### config.mk
export PLATFORM = sky130hd
export DESIGN_NAME = sram_like_arbiter_flat
export DESIGN_NICKNAME = d
export VERILOG_FILES = /design/src/rtl/sram_like_arbiter_if.sv /design/src/rtl/sram_like_arbiter.sv /design/src/flat_wrapper.sv
export SDC_FILE = /design/constraint.sdc
export NUM_CORES = 1
export LEC_CHECK = 0
export BUFFER_PORTS_ARGS = -buffer_cell sky130_fd_sc_hd__buf_2
export CAP_MARGIN = 20
export CORE_AREA = 4 4 117 119
export DETAILED_ROUTE_END_ITERATION = 8
export DIE_AREA = 0 0 121 123
export PLACE_DENSITY = 0.52
export SLEW_MARGIN = 10
export SYNTH_ARGS = -nofsm -noshare
export SYNTH_HDL_FRONTEND = slang
export SYNTH_SLANG_ARGS = --single-unit
### constraint.sdc
create_clock -name clk -period 2 [get_ports clk]
set_input_delay 0.3 -clock clk [delete_from_list [all_inputs] [get_ports clk]]
set_output_delay 0.3 -clock clk [all_outputs]
set_load 0.01 [all_outputs]
### src/rtl/sram_like_arbiter_if.sv
// One SRAM-like channel: address phase (req/addr_ok) and in-order response phase (data_ok/rdata).
interface sram_like_arbiter_if;
    logic        req;
    logic        wr;
    logic [1:0]  size;
    logic [31:0] addr;
    logic [31:0] wdata;
    logic        addr_ok;
    logic        data_ok;
    logic [31:0] rdata;

    modport master (
        output req,
        output wr,
        output size,
        output addr,
        output wdata,
        input  addr_ok,
        input  data_ok,
        input  rdata
    );

    modport slave (
        input  req,
        input  wr,
        input  size,
        input  addr,
        input  wdata,
        output addr_ok,
        output data_ok,
        output rdata
    );
endinterface

### src/rtl/sram_like_arbiter.sv
// Shares one SRAM-like memory port between the instruction and data masters; an in-order tag
// FIFO routes responses back. Define ARB_ROUND_ROBIN_EN for round-robin, else data has fixed priority.
module sram_like_arbiter #(
    parameter int unsigned DEPTH = 4
) (
    input  logic                 clk,
    input  logic                 rst,
    sram_like_arbiter_if.slave   inst_bus,
    sram_like_arbiter_if.slave   data_bus,
    sram_like_arbiter_if.master  mem_bus
);
    localparam int unsigned PW = (DEPTH > 1) ? $clog2(DEPTH) : 1;
    localparam int unsigned CW = PW + 1;
    localparam logic [CW-1:0] CNT_FULL = CW'(DEPTH);
    localparam logic ID_INST = 1'b0;
    localparam logic ID_DATA = 1'b1;

    logic [DEPTH-1:0] tag_q, tag_d;
    logic [PW-1:0]    wr_ptr_q, wr_ptr_d;
    logic [PW-1:0]    rd_ptr_q, rd_ptr_d;
    logic [CW-1:0]    count_q, count_d;
    logic             locked_q, locked_d;
    logic             lock_id_q, lock_id_d;
    logic             rr_last_q, rr_last_d;

    logic             grant_s;
    logic             full_s;
    logic             empty_s;
    logic             sel_req_s;
    logic             sel_wr_s;
    logic [1:0]       sel_size_s;
    logic [31:0]      sel_addr_s;
    logic [31:0]      sel_wdata_s;
    logic             mem_req_s;
    logic             accept_s;
    logic             pop_s;
    logic             head_id_s;

    assign full_s  = (count_q == CNT_FULL);
    assign empty_s = (count_q == {CW{1'b0}});

    // Grant selection: a stalled address owns the port until it is accepted
    always_comb begin
        grant_s = ID_INST;
        if (locked_q) begin
            grant_s = lock_id_q;
        end else if (inst_bus.req && !data_bus.req) begin
            grant_s = ID_INST;
        end else if (!inst_bus.req && data_bus.req) begin
            grant_s = ID_DATA;
        end else if (inst_bus.req && data_bus.req) begin
`ifdef ARB_ROUND_ROBIN_EN
            grant_s = ~rr_last_q;
`else
            grant_s = ID_DATA;
`endif
        end else begin
            grant_s = ID_INST;
        end
    end

`ifndef ARB_ROUND_ROBIN_EN
    logic rr_last_unused_s;
    assign rr_last_unused_s = rr_last_q;
`endif

    // Address-phase mux from the granted master; inst fields when nothing is granted
    always_comb begin
        sel_req_s   = inst_bus.req;
        sel_wr_s    = inst_bus.wr;
        sel_size_s  = inst_bus.size;
        sel_addr_s  = inst_bus.addr;
        sel_wdata_s = inst_bus.wdata;
        if (grant_s == ID_DATA) begin
            sel_req_s   = data_bus.req;
            sel_wr_s    = data_bus.wr;
            sel_size_s  = data_bus.size;
            sel_addr_s  = data_bus.addr;
            sel_wdata_s = data_bus.wdata;
        end else begin
            sel_req_s   = inst_bus.req;
            sel_wr_s    = inst_bus.wr;
            sel_size_s  = inst_bus.size;
            sel_addr_s  = inst_bus.addr;
            sel_wdata_s = inst_bus.wdata;
        end
    end

    // Full blocks requests even when a pop is in flight, so data_ok never feeds addr_ok
    assign mem_req_s = sel_req_s & ~full_s;
    assign accept_s  = mem_req_s & mem_bus.addr_ok;
    assign pop_s     = mem_bus.data_ok & ~empty_s;
    assign head_id_s = tag_q[rd_ptr_q];

    assign mem_bus.req   = mem_req_s;
    assign mem_bus.wr    = sel_wr_s;
    assign mem_bus.size  = sel_size_s;
    assign mem_bus.addr  = sel_addr_s;
    assign mem_bus.wdata = sel_wdata_s;

    assign inst_bus.addr_ok = accept_s & (grant_s == ID_INST);
    assign data_bus.addr_ok = accept_s & (grant_s == ID_DATA);
    assign inst_bus.data_ok = pop_s & (head_id_s == ID_INST);
    assign data_bus.data_ok = pop_s & (head_id_s == ID_DATA);
    assign inst_bus.rdata   = mem_bus.rdata;
    assign data_bus.rdata   = mem_bus.rdata;

    // Next-state for tag FIFO, lock and round-robin history
    always_comb begin
        tag_d     = tag_q;
        wr_ptr_d  = wr_ptr_q;
        rd_ptr_d  = rd_ptr_q;
        count_d   = count_q;
        locked_d  = locked_q;
        lock_id_d = lock_id_q;
        rr_last_d = rr_last_q;

        if (accept_s) begin
            tag_d[wr_ptr_q] = grant_s;
            wr_ptr_d        = wr_ptr_q + PW'(1);
            rr_last_d       = grant_s;
            locked_d        = 1'b0;
        end else if (mem_req_s) begin
            locked_d  = 1'b1;
            lock_id_d = grant_s;
        end else begin
            locked_d  = locked_q;
        end

        if (pop_s) begin
            rd_ptr_d = rd_ptr_q + PW'(1);
        end else begin
            rd_ptr_d = rd_ptr_q;
        end

        case ({accept_s, pop_s})
            2'b10:   count_d = count_q + CW'(1);
            2'b01:   count_d = count_q - CW'(1);
            default: count_d = count_q;
        endcase
    end

    // State registers with synchronous reset; outstanding tags are discarded on reset
    always_ff @(posedge clk) begin
        if (rst) begin
            tag_q     <= {DEPTH{1'b0}};
            wr_ptr_q  <= {PW{1'b0}};
            rd_ptr_q  <= {PW{1'b0}};
            count_q   <= {CW{1'b0}};
            locked_q  <= 1'b0;
            lock_id_q <= 1'b0;
            rr_last_q <= 1'b0;
        end else begin
            tag_q     <= tag_d;
            wr_ptr_q  <= wr_ptr_d;
            rd_ptr_q  <= rd_ptr_d;
            count_q   <= count_d;
            locked_q  <= locked_d;
            lock_id_q <= lock_id_d;
            rr_last_q <= rr_last_d;
        end
    end
endmodule

### src/flat_wrapper.sv
// flat-port wrapper written by rule: the top's interface ports become plain ports
module sram_like_arbiter_flat 
#(
    parameter int unsigned DEPTH = 4
)
  (clk, rst, inst_bus_req, inst_bus_wr, inst_bus_size, inst_bus_addr, inst_bus_wdata, inst_bus_addr_ok, inst_bus_data_ok, inst_bus_rdata, data_bus_req, data_bus_wr, data_bus_size, data_bus_addr, data_bus_wdata, data_bus_addr_ok, data_bus_data_ok, data_bus_rdata, mem_bus_req, mem_bus_wr, mem_bus_size, mem_bus_addr, mem_bus_wdata, mem_bus_addr_ok, mem_bus_data_ok, mem_bus_rdata);
  sram_like_arbiter_if inst_bus_i ();
  sram_like_arbiter_if data_bus_i ();
  sram_like_arbiter_if mem_bus_i ();
  input  logic clk;
  input  logic rst;
  input wire logic [$bits(inst_bus_i.req)-1:0] inst_bus_req;
  input wire logic [$bits(inst_bus_i.wr)-1:0] inst_bus_wr;
  input wire logic [$bits(inst_bus_i.size)-1:0] inst_bus_size;
  input wire logic [$bits(inst_bus_i.addr)-1:0] inst_bus_addr;
  input wire logic [$bits(inst_bus_i.wdata)-1:0] inst_bus_wdata;
  output wire logic [$bits(inst_bus_i.addr_ok)-1:0] inst_bus_addr_ok;
  output wire logic [$bits(inst_bus_i.data_ok)-1:0] inst_bus_data_ok;
  output wire logic [$bits(inst_bus_i.rdata)-1:0] inst_bus_rdata;
  input wire logic [$bits(data_bus_i.req)-1:0] data_bus_req;
  input wire logic [$bits(data_bus_i.wr)-1:0] data_bus_wr;
  input wire logic [$bits(data_bus_i.size)-1:0] data_bus_size;
  input wire logic [$bits(data_bus_i.addr)-1:0] data_bus_addr;
  input wire logic [$bits(data_bus_i.wdata)-1:0] data_bus_wdata;
  output wire logic [$bits(data_bus_i.addr_ok)-1:0] data_bus_addr_ok;
  output wire logic [$bits(data_bus_i.data_ok)-1:0] data_bus_data_ok;
  output wire logic [$bits(data_bus_i.rdata)-1:0] data_bus_rdata;
  output wire logic [$bits(mem_bus_i.req)-1:0] mem_bus_req;
  output wire logic [$bits(mem_bus_i.wr)-1:0] mem_bus_wr;
  output wire logic [$bits(mem_bus_i.size)-1:0] mem_bus_size;
  output wire logic [$bits(mem_bus_i.addr)-1:0] mem_bus_addr;
  output wire logic [$bits(mem_bus_i.wdata)-1:0] mem_bus_wdata;
  input wire logic [$bits(mem_bus_i.addr_ok)-1:0] mem_bus_addr_ok;
  input wire logic [$bits(mem_bus_i.data_ok)-1:0] mem_bus_data_ok;
  input wire logic [$bits(mem_bus_i.rdata)-1:0] mem_bus_rdata;
  assign inst_bus_i.req = inst_bus_req;
  assign inst_bus_i.wr = inst_bus_wr;
  assign inst_bus_i.size = inst_bus_size;
  assign inst_bus_i.addr = inst_bus_addr;
  assign inst_bus_i.wdata = inst_bus_wdata;
  assign inst_bus_addr_ok = inst_bus_i.addr_ok;
  assign inst_bus_data_ok = inst_bus_i.data_ok;
  assign inst_bus_rdata = inst_bus_i.rdata;
  assign data_bus_i.req = data_bus_req;
  assign data_bus_i.wr = data_bus_wr;
  assign data_bus_i.size = data_bus_size;
  assign data_bus_i.addr = data_bus_addr;
  assign data_bus_i.wdata = data_bus_wdata;
  assign data_bus_addr_ok = data_bus_i.addr_ok;
  assign data_bus_data_ok = data_bus_i.data_ok;
  assign data_bus_rdata = data_bus_i.rdata;
  assign mem_bus_req = mem_bus_i.req;
  assign mem_bus_wr = mem_bus_i.wr;
  assign mem_bus_size = mem_bus_i.size;
  assign mem_bus_addr = mem_bus_i.addr;
  assign mem_bus_wdata = mem_bus_i.wdata;
  assign mem_bus_i.addr_ok = mem_bus_addr_ok;
  assign mem_bus_i.data_ok = mem_bus_data_ok;
  assign mem_bus_i.rdata = mem_bus_rdata;
  sram_like_arbiter #(.DEPTH(DEPTH)) u_core (.clk(clk), .rst(rst), .inst_bus(inst_bus_i), .data_bus(data_bus_i), .mem_bus(mem_bus_i));
endmodule
==> impl_metrics.csv <==
group,metric,value,unit
outcome,status,"finished, violations left",
outcome,violations,"setup timing",
timing,clock-skew-final,1.35,ps
setup_path,critPathMaxFanout,8,
setup_path,required,1700,ps
floorplan,ioPinCount,308,
placed_design,placedInstanceArea,2880,sq um
synth,yosys-top-cells-area,"mux2_2, buf_4, dfxtp_1",
route,wl,9410,um
setup_path,cp_slowest_cell,"dfxtp_4",
synth,ys.flop_type,"dfxtp_1",
route,postRouteAntennaNets,0,
synth,synth_seq_area_share,13.1,%
synth,syn_nets,393,
setup_path,cp.arrival,1710,ps
layout,final_cell_area,3790,sq um
timing,worst_slew_pin_slew,391,ps
timing,fin_crit_sh,100,%
grt,grt_pass1_vias,2090,
cts,cts_buffers,3,
synth,netlist.area_leader.share,38.0,%
floorplan,dieWidth,121,um
cts,cts.sinks,13,
timing,max_freq,498,MHz
layout,nets,560,
grt,antenna_found_initial,1,
route,drtIter0Drc,28,
timing,slew_viol_final,0,
cts,clk_latency,240,ps
timing,hold_violations,0,
power,peakVddDrop,0.240,mV
synth,synth-edff-count,0,
layout,fin_util,30.1,%
grt,grt-ovfl-total,0,
synth,netlist_area,1990,sq um
timing,rsz0062_at_grt,"yes",
cts,clk_pin_slew_worst_paths,40,ps
floorplan,rows,41,
floorplan,die_height,123,um
timing,slew_headroom,73.7,%
worst_hold_path,min_path_type,"in2reg",
floorplan,core-area,12600,sq um
grt,grt_pass1_wl,11400,um
layout,syn2layout_area_growth,90.6,%
cts,ctsHtreeMaxLevel,1,
synth,yosys.area.top_type,"mux2_2",
route,vias_per_cell,3.81,
power,leakage,2.00,nW
power,powerDensity,662,nW/um^2
cts,holdBufCountCts,0,
floorplan,initial_core_util,15.8,%
synth,async_flop_share,0,%
setup_path,start_kind,"register",
synth,synth.most_common_cell,"mux2_2",
synth,yosys_warnings,0,
route,drcViolationCount,0,
job,drv_cap,0,
setup_path,cpPeakStageDelay,350,ps
cts,cts_buffer_depth,2,
timing,setup_viol,6,
synth,syn_area_per_cell,9.24,sq um
setup_path,crit_top_cell,"buf_6",
placed_design,dp.cells,538,
layout,final_cells,553,
placed_design,dp_hpwl,7360,um
route,vias,2108,
layout,diodes,0,
setup_path,crit_family,"buffers and inverters",
setup_path,crit_path_end_kind,"output port",
grt,grt_max_degree,32,
synth,synth_cell_types,26,
cts,cts_tree,"done",
cts,cts_root_buf,"clkbuf_16",
floorplan,dieArea,14900,sq um
grt,track_usage,9.86,%
setup_path,worst-path-buf-inv,4,
synth,netlist_top_cells_count,"mux2_2, buf_4, dfxtp_1",
route,wl_per_cell,17.0,um
placed_design,portBuffers,211,
setup_path,crit_chain,"buf_6 -> mux2i_4 -> buf_8 -> clkbuf_16 -> mux2_2 -> buf_6",
placed_design,gp_congestion,0.826,
layout,drive_gt1_share,82.7,%
timing,fin_ws,-8.25,ps
timing,holdWs,357,ps
setup_path,crit_type,"reg2out",
synth,synthCells,215,
route,dr.pass1.iters,4,
timing,period_minus_slack,2010,ps
synth,ys_ff_latch,13,
==> worst register-to-register path, cell delays in order (launching register included) <==
cell	delay [ps]
dfxtp_4	360
mux2i_4	250
a211oi_4	90
inv_2	80
ha_4	120
inv_1	40
fa_2	330
xor2_1	160
or3_1	310
a21oi_1	120
==> logic make-up (layout without fill, tap and decap cells) <==
| family | count (synthesis) | in the layout | share of synthesized area, % |
|---|---|---|---|
| buffers and inverters | 78 | 244 | 27.3 |
| muxes | 76 | 76 | 43.1 |
| and+or+nand+nor | 31 | 31 | 7.68 |
| DFF | 13 | 13 | 13.1 |
| adders and majority gates | 6 | 6 | 4.16 |
| AOI/OAI and AO/OA | 6 | 6 | 2.46 |
| xor gates and xnor gates | 5 | 5 | 2.20 |
==> power by group <==
part / total, mW / internal, mW / switching [mW] / leakage [nW]
registers: 0.370 / 0.318 / 0.0523 / 0.108
logic: 1.76 / 1.06 / 0.704 / 1.85
clock network: 0.373 / 0.268 / 0.105 / 0.0382
total: 2.51 / 1.65 / 0.861 / 2.00
==> what timing repair did <==
item	4_1_cts	5_1_grt
pin swaps	1	2
buffers inserted	4	0
setup endpoints to repair	64	65
cloned	2	5
resized for setup	4	137
==> state kept, by name, summed over array words and instances (netlist names) <==
signal / cells
u_core.tag_q: 4
u_core.count_q: 3
u_core.rd_ptr_q: 2
u_core.wr_ptr_q: 2
u_core.lock_id_q: 1
u_core.locked_q: 1
==> routing by layer <==
metal	part of all wire (%)	track usage [%]	vias to the layer above
met5	0.21	0	-
met4	0.71	1.42	2
met3	10	3.80	9
met2	53	16.7	136
met1	36	12.2	964
li1	-	-	997
==> metrics by stage <==
| stage | total power, mW | TNS, ps | setup slack [ps] |
|---|---|---|---|
| global route | 2.67 | -1690 | -56.0 |
| detailed placement | 1.60 | -60.5 | -60.5 |
| floorplan | 1.19 | 0 | 14.9 |
| global placement | 1.58 | -28.9 | -28.9 |
| CTS | 2.07 | -918 | -35.5 |
| finish | 2.51 | -25.4 | -8.25 |
==> final timing paths <==
path / cells after the start / endpoint / slack (ps) / from
max: 6 / mem_bus_wdata[5] / -8 / u_core.lock_id_q
min: 3 / u_core.lock_id_q / 360 / mem_bus_addr_ok
max reg2reg: 9 / u_core.count_q[2] / 70 / u_core.lock_id_q
min reg2reg: 2 / u_core.tag_q[2] / 480 / u_core.tag_q[2]
==> layout by cell type, fill, tap and decap left out <==
| master | netlist | final |
|---|---|---|
| a211oi_4 | 1 | 1 |
| a21oi_1 | 2 | 2 |
| and2_1 | 3 | 3 |
| buf_12 | 0 | 1 |
| buf_16 | 0 | 2 |
| buf_2 | 7 | 151 |
| buf_4 | 64 | 11 |
| buf_6 | 0 | 62 |
| buf_8 | 0 | 3 |
| clkbuf_1 | 1 | 1 |
| clkbuf_16 | 0 | 7 |
| dfxtp_1 | 13 | 10 |
| dfxtp_2 | 0 | 2 |
| dfxtp_4 | 0 | 1 |
| fa_2 | 0 | 1 |
| ha_1 | 5 | 4 |
| ha_4 | 0 | 1 |
| inv_1 | 6 | 5 |
| inv_2 | 0 | 1 |
| mux2_2 | 67 | 11 |
| mux2_4 | 0 | 56 |
| mux2i_1 | 8 | 6 |
| mux2i_4 | 0 | 2 |
| mux4_2 | 1 | 1 |
| nand2_1 | 5 | 5 |
| nand2b_1 | 5 | 5 |
| nor2_1 | 11 | 11 |
| nor2b_1 | 1 | 1 |
| nor3_1 | 2 | 2 |
| nor3b_4 | 0 | 1 |
| nor4_1 | 1 | 1 |
| o21ai_0 | 2 | 2 |
| o31a_1 | 1 | 1 |
| or2_1 | 1 | 1 |
| or3_1 | 1 | 1 |
| xnor2_1 | 2 | 2 |
| xor2_1 | 3 | 3 |
==> area by class of cell <==
class | instances | area (sq um)
clock buffers | 4 | 78.8
fillers | 1322 | 8780
inverters | 6 | 22.5
multi-input cells | 124 | 1450
flip-flops and latches | 13 | 267
well taps | 172 | 215
repair buffers | 234 | 1760
No activity file was read; power rests on OpenSTA's default activity.
